[src/rtl/firewall_rule_engine.sv]
// firewall_rule_engine: latches parsed IPv4 header fields on the parser's
// frame-done strobe, scans a programmable rule table one entry per cycle and
// issues a permit/drop verdict from the first matching rule (or a default).
module firewall_rule_engine #(
  parameter int NUM_RULES      = 8,
  parameter int RULE_AW        = 3,
  parameter bit DEFAULT_PERMIT = 1'b0
) (
  input  logic               clk,
  input  logic               reset,
  input  logic               ready,
  input  logic [31:0]        srcip4,
  input  logic [31:0]        dstip4,
  input  logic [7:0]         Ipproto,
  input  logic [15:0]        Dstport,
  input  logic               cfg_we,
  input  logic [RULE_AW-1:0] cfg_addr,
  input  logic [2:0]         cfg_sel,
  input  logic [31:0]        cfg_wdata,
  output logic               busy,
  output logic               decision_valid,
  output logic               permit,
  output logic               rule_hit,
  output logic [RULE_AW-1:0] hit_index,
  output logic [7:0]         miss_cnt
);

  typedef enum logic [1:0] {IDLE, SCAN, DONE} state_t;

  // Rule table storage, one set of words per entry
  logic [31:0] src_ip_q   [NUM_RULES];
  logic [31:0] src_mask_q [NUM_RULES];
  logic [31:0] dst_ip_q   [NUM_RULES];
  logic [31:0] dst_mask_q [NUM_RULES];
  logic        valid_q    [NUM_RULES];
  logic        action_q   [NUM_RULES];
  logic        proto_en_q [NUM_RULES];
  logic [7:0]  proto_q    [NUM_RULES];
  logic [15:0] port_lo_q  [NUM_RULES];
  logic [15:0] port_hi_q  [NUM_RULES];

  genvar gi;
  generate
    for (gi = 0; gi < NUM_RULES; gi++) begin : g_rule
      logic wr_en;
      // Addresses beyond the table never match any entry, so they are dropped
      assign wr_en = cfg_we && (cfg_addr == RULE_AW'(gi));

      // Host write port: commits one word of this entry at the clock edge
      always_ff @(posedge clk or negedge reset) begin
        if (!reset) begin
          src_ip_q[gi]   <= '0;
          src_mask_q[gi] <= '0;
          dst_ip_q[gi]   <= '0;
          dst_mask_q[gi] <= '0;
          valid_q[gi]    <= 1'b0;
          action_q[gi]   <= 1'b0;
          proto_en_q[gi] <= 1'b0;
          proto_q[gi]    <= '0;
          port_lo_q[gi]  <= '0;
          port_hi_q[gi]  <= '0;
        end else if (wr_en) begin
          case (cfg_sel)
            3'd0: src_ip_q[gi]   <= cfg_wdata;
            3'd1: src_mask_q[gi] <= cfg_wdata;
            3'd2: dst_ip_q[gi]   <= cfg_wdata;
            3'd3: dst_mask_q[gi] <= cfg_wdata;
            3'd4: begin
              valid_q[gi]    <= cfg_wdata[0];
              action_q[gi]   <= cfg_wdata[1];
              proto_en_q[gi] <= cfg_wdata[2];
              proto_q[gi]    <= cfg_wdata[15:8];
            end
            3'd5: begin
              port_lo_q[gi] <= cfg_wdata[15:0];
              port_hi_q[gi] <= cfg_wdata[31:16];
            end
            default: ;
          endcase
        end
      end
    end
  endgenerate

  state_t             state_q, state_d;
  logic [RULE_AW-1:0] idx_q, idx_d;
  logic [31:0]        sh_src_q, sh_src_d, sh_dst_q, sh_dst_d;
  logic [7:0]         sh_proto_q, sh_proto_d;
  logic [15:0]        sh_port_q, sh_port_d;
  logic               permit_q, permit_d, rule_hit_q, rule_hit_d;
  logic [RULE_AW-1:0] hit_index_q, hit_index_d;
  logic [7:0]         miss_cnt_q, miss_cnt_d;
  logic               rule_match;

  // Evaluate the current rule against the shadow fields; table reads see the
  // pre-write value, so a same-cycle config write cannot disturb this result
  always_comb begin
    rule_match = valid_q[idx_q]
      && (((sh_src_q ^ src_ip_q[idx_q]) & src_mask_q[idx_q]) == 32'd0)
      && (((sh_dst_q ^ dst_ip_q[idx_q]) & dst_mask_q[idx_q]) == 32'd0)
      && (!proto_en_q[idx_q] || (proto_q[idx_q] == sh_proto_q))
      && (port_lo_q[idx_q] <= sh_port_q)
      && (sh_port_q <= port_hi_q[idx_q]);
  end

  // State and datapath registers
  always_ff @(posedge clk or negedge reset) begin
    if (!reset) begin
      state_q     <= IDLE;
      idx_q       <= '0;
      sh_src_q    <= '0;
      sh_dst_q    <= '0;
      sh_proto_q  <= '0;
      sh_port_q   <= '0;
      permit_q    <= 1'b0;
      rule_hit_q  <= 1'b0;
      hit_index_q <= '0;
      miss_cnt_q  <= '0;
    end else begin
      state_q     <= state_d;
      idx_q       <= idx_d;
      sh_src_q    <= sh_src_d;
      sh_dst_q    <= sh_dst_d;
      sh_proto_q  <= sh_proto_d;
      sh_port_q   <= sh_port_d;
      permit_q    <= permit_d;
      rule_hit_q  <= rule_hit_d;
      hit_index_q <= hit_index_d;
      miss_cnt_q  <= miss_cnt_d;
    end
  end

  // Next-state and verdict recording; new frames are accepted only in IDLE
  always_comb begin
    state_d     = state_q;
    idx_d       = idx_q;
    sh_src_d    = sh_src_q;
    sh_dst_d    = sh_dst_q;
    sh_proto_d  = sh_proto_q;
    sh_port_d   = sh_port_q;
    permit_d    = permit_q;
    rule_hit_d  = rule_hit_q;
    hit_index_d = hit_index_q;
    miss_cnt_d  = miss_cnt_q;
    case (state_q)
      IDLE: begin
        if (ready) begin
          sh_src_d   = srcip4;
          sh_dst_d   = dstip4;
          sh_proto_d = Ipproto;
          sh_port_d  = Dstport;
          idx_d      = '0;
          state_d    = SCAN;
        end
      end
      SCAN: begin
        if (rule_match) begin
          permit_d    = action_q[idx_q];
          rule_hit_d  = 1'b1;
          hit_index_d = idx_q;
          state_d     = DONE;
        end else if (idx_q == RULE_AW'(NUM_RULES - 1)) begin
          permit_d    = DEFAULT_PERMIT;
          rule_hit_d  = 1'b0;
          hit_index_d = '0;
          state_d     = DONE;
        end else begin
          idx_d = idx_q + 1'b1;
        end
      end
      DONE:    state_d = IDLE;
      default: state_d = IDLE;
    endcase
    // Frames arriving while the engine is occupied are counted, not queued
    if (ready && (state_q != IDLE) && (miss_cnt_q != 8'hFF))
      miss_cnt_d = miss_cnt_q + 8'd1;
  end

  // Output decode
  always_comb begin
    busy           = (state_q != IDLE);
    decision_valid = (state_q == DONE);
    permit         = permit_q;
    rule_hit       = rule_hit_q;
    hit_index      = hit_index_q;
    miss_cnt       = miss_cnt_q;
  end

endmodule

[config.mk]
export PLATFORM = sky130hd
export DESIGN_NAME = firewall_rule_engine
export DESIGN_NICKNAME = d
export VERILOG_FILES = /design/src/rtl/firewall_rule_engine.sv
export SDC_FILE = /design/constraint.sdc
export NUM_CORES = 2
export LEC_CHECK = 0
export CAP_MARGIN = 20
export CORE_MARGIN = 4
export CORE_UTILIZATION = 36
export CTS_CLUSTER_SIZE = 25
export DETAILED_ROUTE_END_ITERATION = 12
export GPL_TIMING_DRIVEN = 0
export PLACE_DENSITY_LB_ADDON = 0.12
export REMOVE_ABC_BUFFERS = 1
export SETUP_SLACK_MARGIN = 0.5
export SLEW_MARGIN = 10
export SYNTH_ARGS = -nofsm -noshare
export SYNTH_HDL_FRONTEND = slang
export SYNTH_SLANG_ARGS = --single-unit
[constraint.sdc]
create_clock -name clk -period 5 [get_ports clk]
set_input_delay 1.5 -clock clk [delete_from_list [all_inputs] [get_ports clk]]
set_output_delay 1.5 -clock clk [all_outputs]
set_load 0.01 [all_outputs]
==> impl_table.tex <==
\begin{tabular}{lr}
\hline
Metric & Value \\
\hline
\multicolumn{2}{l}{\textbf{Outcome}} \\
Outcome & completed \\
\multicolumn{2}{l}{\textbf{STA}} \\
Max-slew violation count & 0 \\
Slew Limit Headroom & 0.310 \\
Final number of hold-violating endpoints & 0 \\
Minimum hold slack & 0.494 ns \\
Pin slew with the least headroom to its limit & slightly above 1 ns \\
Period utilisation layout & 0.881 \\
Number of failing setup endpoints in the final timing report & 0 \\
Upper clock frequency limit & 0.227 GHz \\
Clock skew & about 0.027 ns \\
Unrepaired setup endpoints after global routing & yes \\
Min Clock Period, post-route & $\sim$4.4 ns \\
\multicolumn{2}{l}{\textbf{Clock network}} \\
Worst-case clock buffer depth & 3 \\
Max H-tree Level & 4 \\
Cell at the root of the clock tree & sky130\_fd\_sc\_hd\_\_clkbuf\_16 \\
Sinks on Clock Net & approximately 1500 \\
Worst-path clk slew & approximately 0.060 ns \\
CTS tree & built \\
Source-to-sink clock delay at the later pin of the worst-skew pair & 0.80 ns \\
CTS hold repair buffers & 0 \\
Total CTS buffers & around 170 \\
\multicolumn{2}{l}{\textbf{Synth}} \\
Flops \& latches, synth & around 1500 \\
Simple-Gate Fraction of Synth Area & 0.0396 \\
Share of cell area taken by muxes after synthesis & 0.297 \\
Post-synth top flop & sky130\_fd\_sc\_hd\_\_dfrtp\_1 \\
Synth Area per Inst & between 10 and 15 um\^{}2 \\
Distinct cells, synth & between 60 and 70 \\
Sequential share of the synthesized area & 0.550 \\
Adder and majority cell fraction of the synthesized area & 0.00654 \\
Synthesized netlist cell count & $\sim$4800 \\
Post-synth EDFFs & 0 \\
Share of the synthesized netlist area taken by xor and xnor gates & 0.0469 \\
Area of the mapped netlist & approximately 0.067 mm\^{}2 \\
Main combinational cell family by area after synthesis & multiplexers \\
Area fraction in compound gates after synthesis & 0.0329 \\
Share of synthesized flip-flops with an asynchronous set or reset & 1.00 \\
Yosys warns & 0 \\
\multicolumn{2}{l}{\textbf{Setup path}} \\
Worst Path Class, Setup & reg -> reg \\
Arrival time at the worst endpoint & 5.07 ns \\
Sort of element at the end of the critical path & flop \\
Cell with the most instances on the worst path & sky130\_fd\_sc\_hd\_\_nand4\_1 \\
FF-to-FF path depth & 11 \\
Worst endpoint required time & between 5 and 6 ns \\
Largest incremental delay on the critical path & about 0.7 ns \\
CP Max Fanout & 19 \\
RR Startpoint & idx\_q[1] \\
Reg-to-reg slack, setup & 0.60 ns \\
Crit path cell chain & bufbuf\_16 -> nand2b\_2 -> a221oi\_1 -> nor4\_1 -> nor4b\_2 -> nand4\_1 -> buf\_4 -> a222oi\_1 -> nand4\_1 -> o21ai\_4 -> mux2\_1 \\
Highest-delay cell along the critical path & sky130\_fd\_sc\_hd\_\_a222oi\_1 \\
Crit-path leading delay family & simple AND/OR/NAND/NOR gates \\
Crit start category & flop \\
Endpoint of the most critical register-to-register path & idx\_q[1] \\
Buffering stage count on the worst path with inverters included & 2 \\
\multicolumn{2}{l}{\textbf{Place}} \\
Number of buffers added on ports & approximately 140 \\
Final HPWL DP & approximately 130000 um \\
GPL Wtd Cong & about 0.74 \\
Placed cell count & 7158 \\
\multicolumn{2}{l}{\textbf{Pwr}} \\
Total Power & 0.0388 W \\
Largest voltage drop on the vdd net & 0.000364 V \\
Reported leakage power & around 37 nW \\
Power Dens Cells & $\sim$490 mW/mm\^{}2 \\
\multicolumn{2}{l}{\textbf{Routing}} \\
DR pass1 iterations & 7 \\
Wirelength per Cell & 27.0 um \\
ANT nets after route & 0 \\
Total routed wirelength & between 200000 and 250000 um \\
Detail-routed via count per cell & 5.32 \\
Iteration-0 DRC count of the detailed router & roughly 2100 \\
Post-route DRC & 0 \\
Vias after detailed routing & about 40000 \\
\multicolumn{2}{l}{\textbf{Floorplanning}} \\
Num rows & 158 \\
Top-Level Pins & roughly 150 \\
Width of the chip & around 440 um \\
Starting density of the core & 0.362 \\
Die Span Y & approximately 440 um \\
Die area & 0.193 mm\^{}2 \\
Core area & around 0.19 mm\^{}2 \\
\multicolumn{2}{l}{\textbf{Job}} \\
Max Cap Violations & 0 \\
\multicolumn{2}{l}{\textbf{Global routing}} \\
Wire length of the first global-routing pass & 297000 um \\
Vias in the first global route & 41900 \\
Met3 Use GR & 0.0313 \\
Peak-usage layer in the global routing report & met2 \\
Largest net degree at the start of global routing & about 160 \\
Global-route congestion overflow total & 0 \\
Met1 Resource Use GR & 0.283 \\
Met2 global-route usage & 0.351 \\
Initial antenna violation count & 12 \\
All-Layer GR Usage & 0.210 \\
\multicolumn{2}{l}{\textbf{Final layout}} \\
Growth of design area from synthesis to finish & 17.7\% \\
Number of nets in the finished design & slightly above 5000 \\
Post-route non-filler standard cell count & roughly 7500 \\
Proportion of layout cells with a drive suffix above 1 & 0.407 \\
\multicolumn{2}{l}{\textbf{Min path}} \\
Class of the worst hold path & reg -> reg \\
Launch instance of the worst min-delay path & miss\_cnt[6] \\
Hold Crit Depth & 1 \\
Destination of the worst hold path & miss\_cnt[6] \\
\hline
\end{tabular}
power breakdown:
group          internal, W  switching (W)
Clock              0.00718        0.00505
Sequential          0.0138        0.00197
Combinational      0.00516        0.00571
Yosys cell counts, types with 5 or more instances:
| master | number | area [um^2] |
|---|---|---|
| sky130_fd_sc_hd__dfrtp_1 | 1474 | 36900 |
| sky130_fd_sc_hd__mux2_2 | 1385 | 15600 |
| sky130_fd_sc_hd__nand2_1 | 372 | 1400 |
| sky130_fd_sc_hd__xor2_1 | 336 | 2940 |
| sky130_fd_sc_hd__clkbuf_1 | 287 | 1080 |
| sky130_fd_sc_hd__mux4_2 | 136 | 3060 |
| sky130_fd_sc_hd__mux2i_1 | 100 | 1000 |
| sky130_fd_sc_hd__buf_1 | 86 | 323 |
| sky130_fd_sc_hd__nor2_1 | 58 | 218 |
| sky130_fd_sc_hd__a221oi_1 | 53 | 464 |
| sky130_fd_sc_hd__nand3_1 | 50 | 250 |
| sky130_fd_sc_hd__a21oi_1 | 42 | 210 |
| sky130_fd_sc_hd__ha_1 | 35 | 438 |
| sky130_fd_sc_hd__buf_2 | 34 | 170 |
| sky130_fd_sc_hd__o21ai_0 | 33 | 165 |
| sky130_fd_sc_hd__a22oi_1 | 32 | 240 |
| sky130_fd_sc_hd__a222oi_1 | 25 | 250 |
| sky130_fd_sc_hd__inv_1 | 25 | 93.8 |
| sky130_fd_sc_hd__nand4_1 | 23 | 144 |
| sky130_fd_sc_hd__xnor2_1 | 23 | 201 |
| sky130_fd_sc_hd__a31oi_1 | 22 | 138 |
| sky130_fd_sc_hd__nor3_1 | 18 | 90.1 |
| sky130_fd_sc_hd__and3_1 | 11 | 68.8 |
| sky130_fd_sc_hd__nor3b_1 | 11 | 82.6 |
| sky130_fd_sc_hd__buf_4 | 10 | 75.1 |
| sky130_fd_sc_hd__a211oi_1 | 9 | 67.6 |
| sky130_fd_sc_hd__nor2b_1 | 9 | 56.3 |
| sky130_fd_sc_hd__nor4_1 | 9 | 56.3 |
| sky130_fd_sc_hd__o211ai_1 | 9 | 67.6 |
| sky130_fd_sc_hd__mux4_1 | 8 | 210 |
| sky130_fd_sc_hd__nand2b_1 | 8 | 50.1 |
| sky130_fd_sc_hd__a2111oi_0 | 7 | 61.3 |
| sky130_fd_sc_hd__o221ai_1 | 7 | 61.3 |
| sky130_fd_sc_hd__a22o_1 | 6 | 52.6 |
| sky130_fd_sc_hd__a32oi_1 | 6 | 52.6 |
| sky130_fd_sc_hd__and3b_1 | 6 | 52.6 |
| sky130_fd_sc_hd__o22ai_1 | 6 | 37.5 |
| sky130_fd_sc_hd__and2_1 | 5 | 31.3 |
timing repair:
| action | in CTS | in global routing |
|---|---|---|
| resized for setup | 19 | 11 |
| pin swaps | 5 | 4 |
| setup endpoints to repair | 10 | 24 |
| cloned | 5 | 4 |
| buffers inserted | 9 | 24 |
worst max path at each step:
| stage | from | depth (start not counted) | slack [ns] | to |
|---|---|---|---|---|
| after global routing | idx_q[1] | 13 | 0.49 | hit_index[1] |
| after floorplan | idx_q[1] | 9 | -8.47 | idx_q[0] |
| after global placement | reset | 1 | -69.37 | src_ip_q[209] |
| final | idx_q[1] | 11 | 0.60 | idx_q[1] |
| after detailed placement | idx_q[0] | 10 | -0.88 | idx_q[1] |
| after CTS | idx_q[0] | 11 | 0.52 | idx_q[1] |
flip-flops by register name (all words and copies together), names as in the netlist:
register	count
action_q	8
proto_en_q	8
port_hi_q	128
dst_mask_q	256
valid_q	8
miss_cnt	8
src_mask_q	256
permit	1
sh_src_q	32
port_lo_q	128
sh_port_q	16
idx_q	3
state_q	2
rule_hit	1
hit_index	3
src_ip_q	256
sh_proto_q	8
proto_q	64
sh_dst_q	32
dst_ip_q	256
cell usage in the layout, fill, tap and decap left out, drive strengths merged, types with 9 or more instances in the layout:
| cell type | n |
|---|---|
| dfrtp | 1474 |
| mux2 | 1386 |
| nand2 | 372 |
| xor2 | 336 |
| clkbuf | 263 |
| buf | 185 |
| mux4 | 144 |
| clkdlybuf4s50 | 111 |
| mux2i | 100 |
| nor2 | 58 |
| a221oi | 53 |
| nand3 | 50 |
| a21oi | 42 |
| ha | 35 |
| o21ai | 34 |
| a22oi | 34 |
| inv | 32 |
| clkinv | 26 |
| a222oi | 25 |
| nand4 | 23 |
| xnor2 | 23 |
| a31oi | 22 |
| nor3 | 18 |
| and3 | 11 |
| nor3b | 11 |
| nor4 | 10 |
| nor2b | 9 |
| o211ai | 9 |
| a211oi | 9 |
per-stage QoR:
stage | util | worst slack (ns) | TNS (ns) | instance area, um^2
global placement | 0.377 | -69.37 | - | 69800
CTS | 0.424 | 0.523 | 0 | 78500
global route | 0.426 | 0.491 | 0 | 78800
finish | 0.426 | 0.596 | 0 | 78900
floorplan | - | -8.47 | -83.47 | 65300
detailed placement | 0.393 | -0.879 | -5.90 | 72700
layout make-up:
class,count,area (um^2)
repair buffers,304,4540
diodes,7,17.5
multi-input cells,2916,28800
well taps,2480,3100
fillers,17000,106000
clock buffers,259,5010
clock inverters,38,403
inverters,27,123
flip-flops and latches,1474,36900
worst reg2reg max path, stage by stage, from the launching register on:
cell and delay (ns):
sky130_fd_sc_hd__dfrtp_4 0.56, sky130_fd_sc_hd__bufbuf_16 0.36, sky130_fd_sc_hd__nand2b_2 0.49, sky130_fd_sc_hd__a221oi_1 0.47, sky130_fd_sc_hd__nor4_1 0.16, sky130_fd_sc_hd__nor4b_2 0.38
sky130_fd_sc_hd__nand4_1 0.13, sky130_fd_sc_hd__buf_4 0.22, sky130_fd_sc_hd__a222oi_1 0.68, sky130_fd_sc_hd__nand4_1 0.25, sky130_fd_sc_hd__o21ai_4 0.23, sky130_fd_sc_hd__mux2_1 0.34
logic make-up (layout without fill, tap and decap cells):
kind of cell,count (synthesis),count (layout)
flops,1474,1474
buf+inv,448,628
compound gates,294,294
simple gates,598,598
mux,1630,1630
other cells,0,7
fa+ha+maj,35,35
xor+xnor,359,359
per-layer routing:
metal	vias to the layer above	wire (um)
met3	267	7060
met5	-	0
li1	17400	-
met2	698	98700
met4	0	5500
met1	21600	91500
Power figures use the tool's default switching activity.
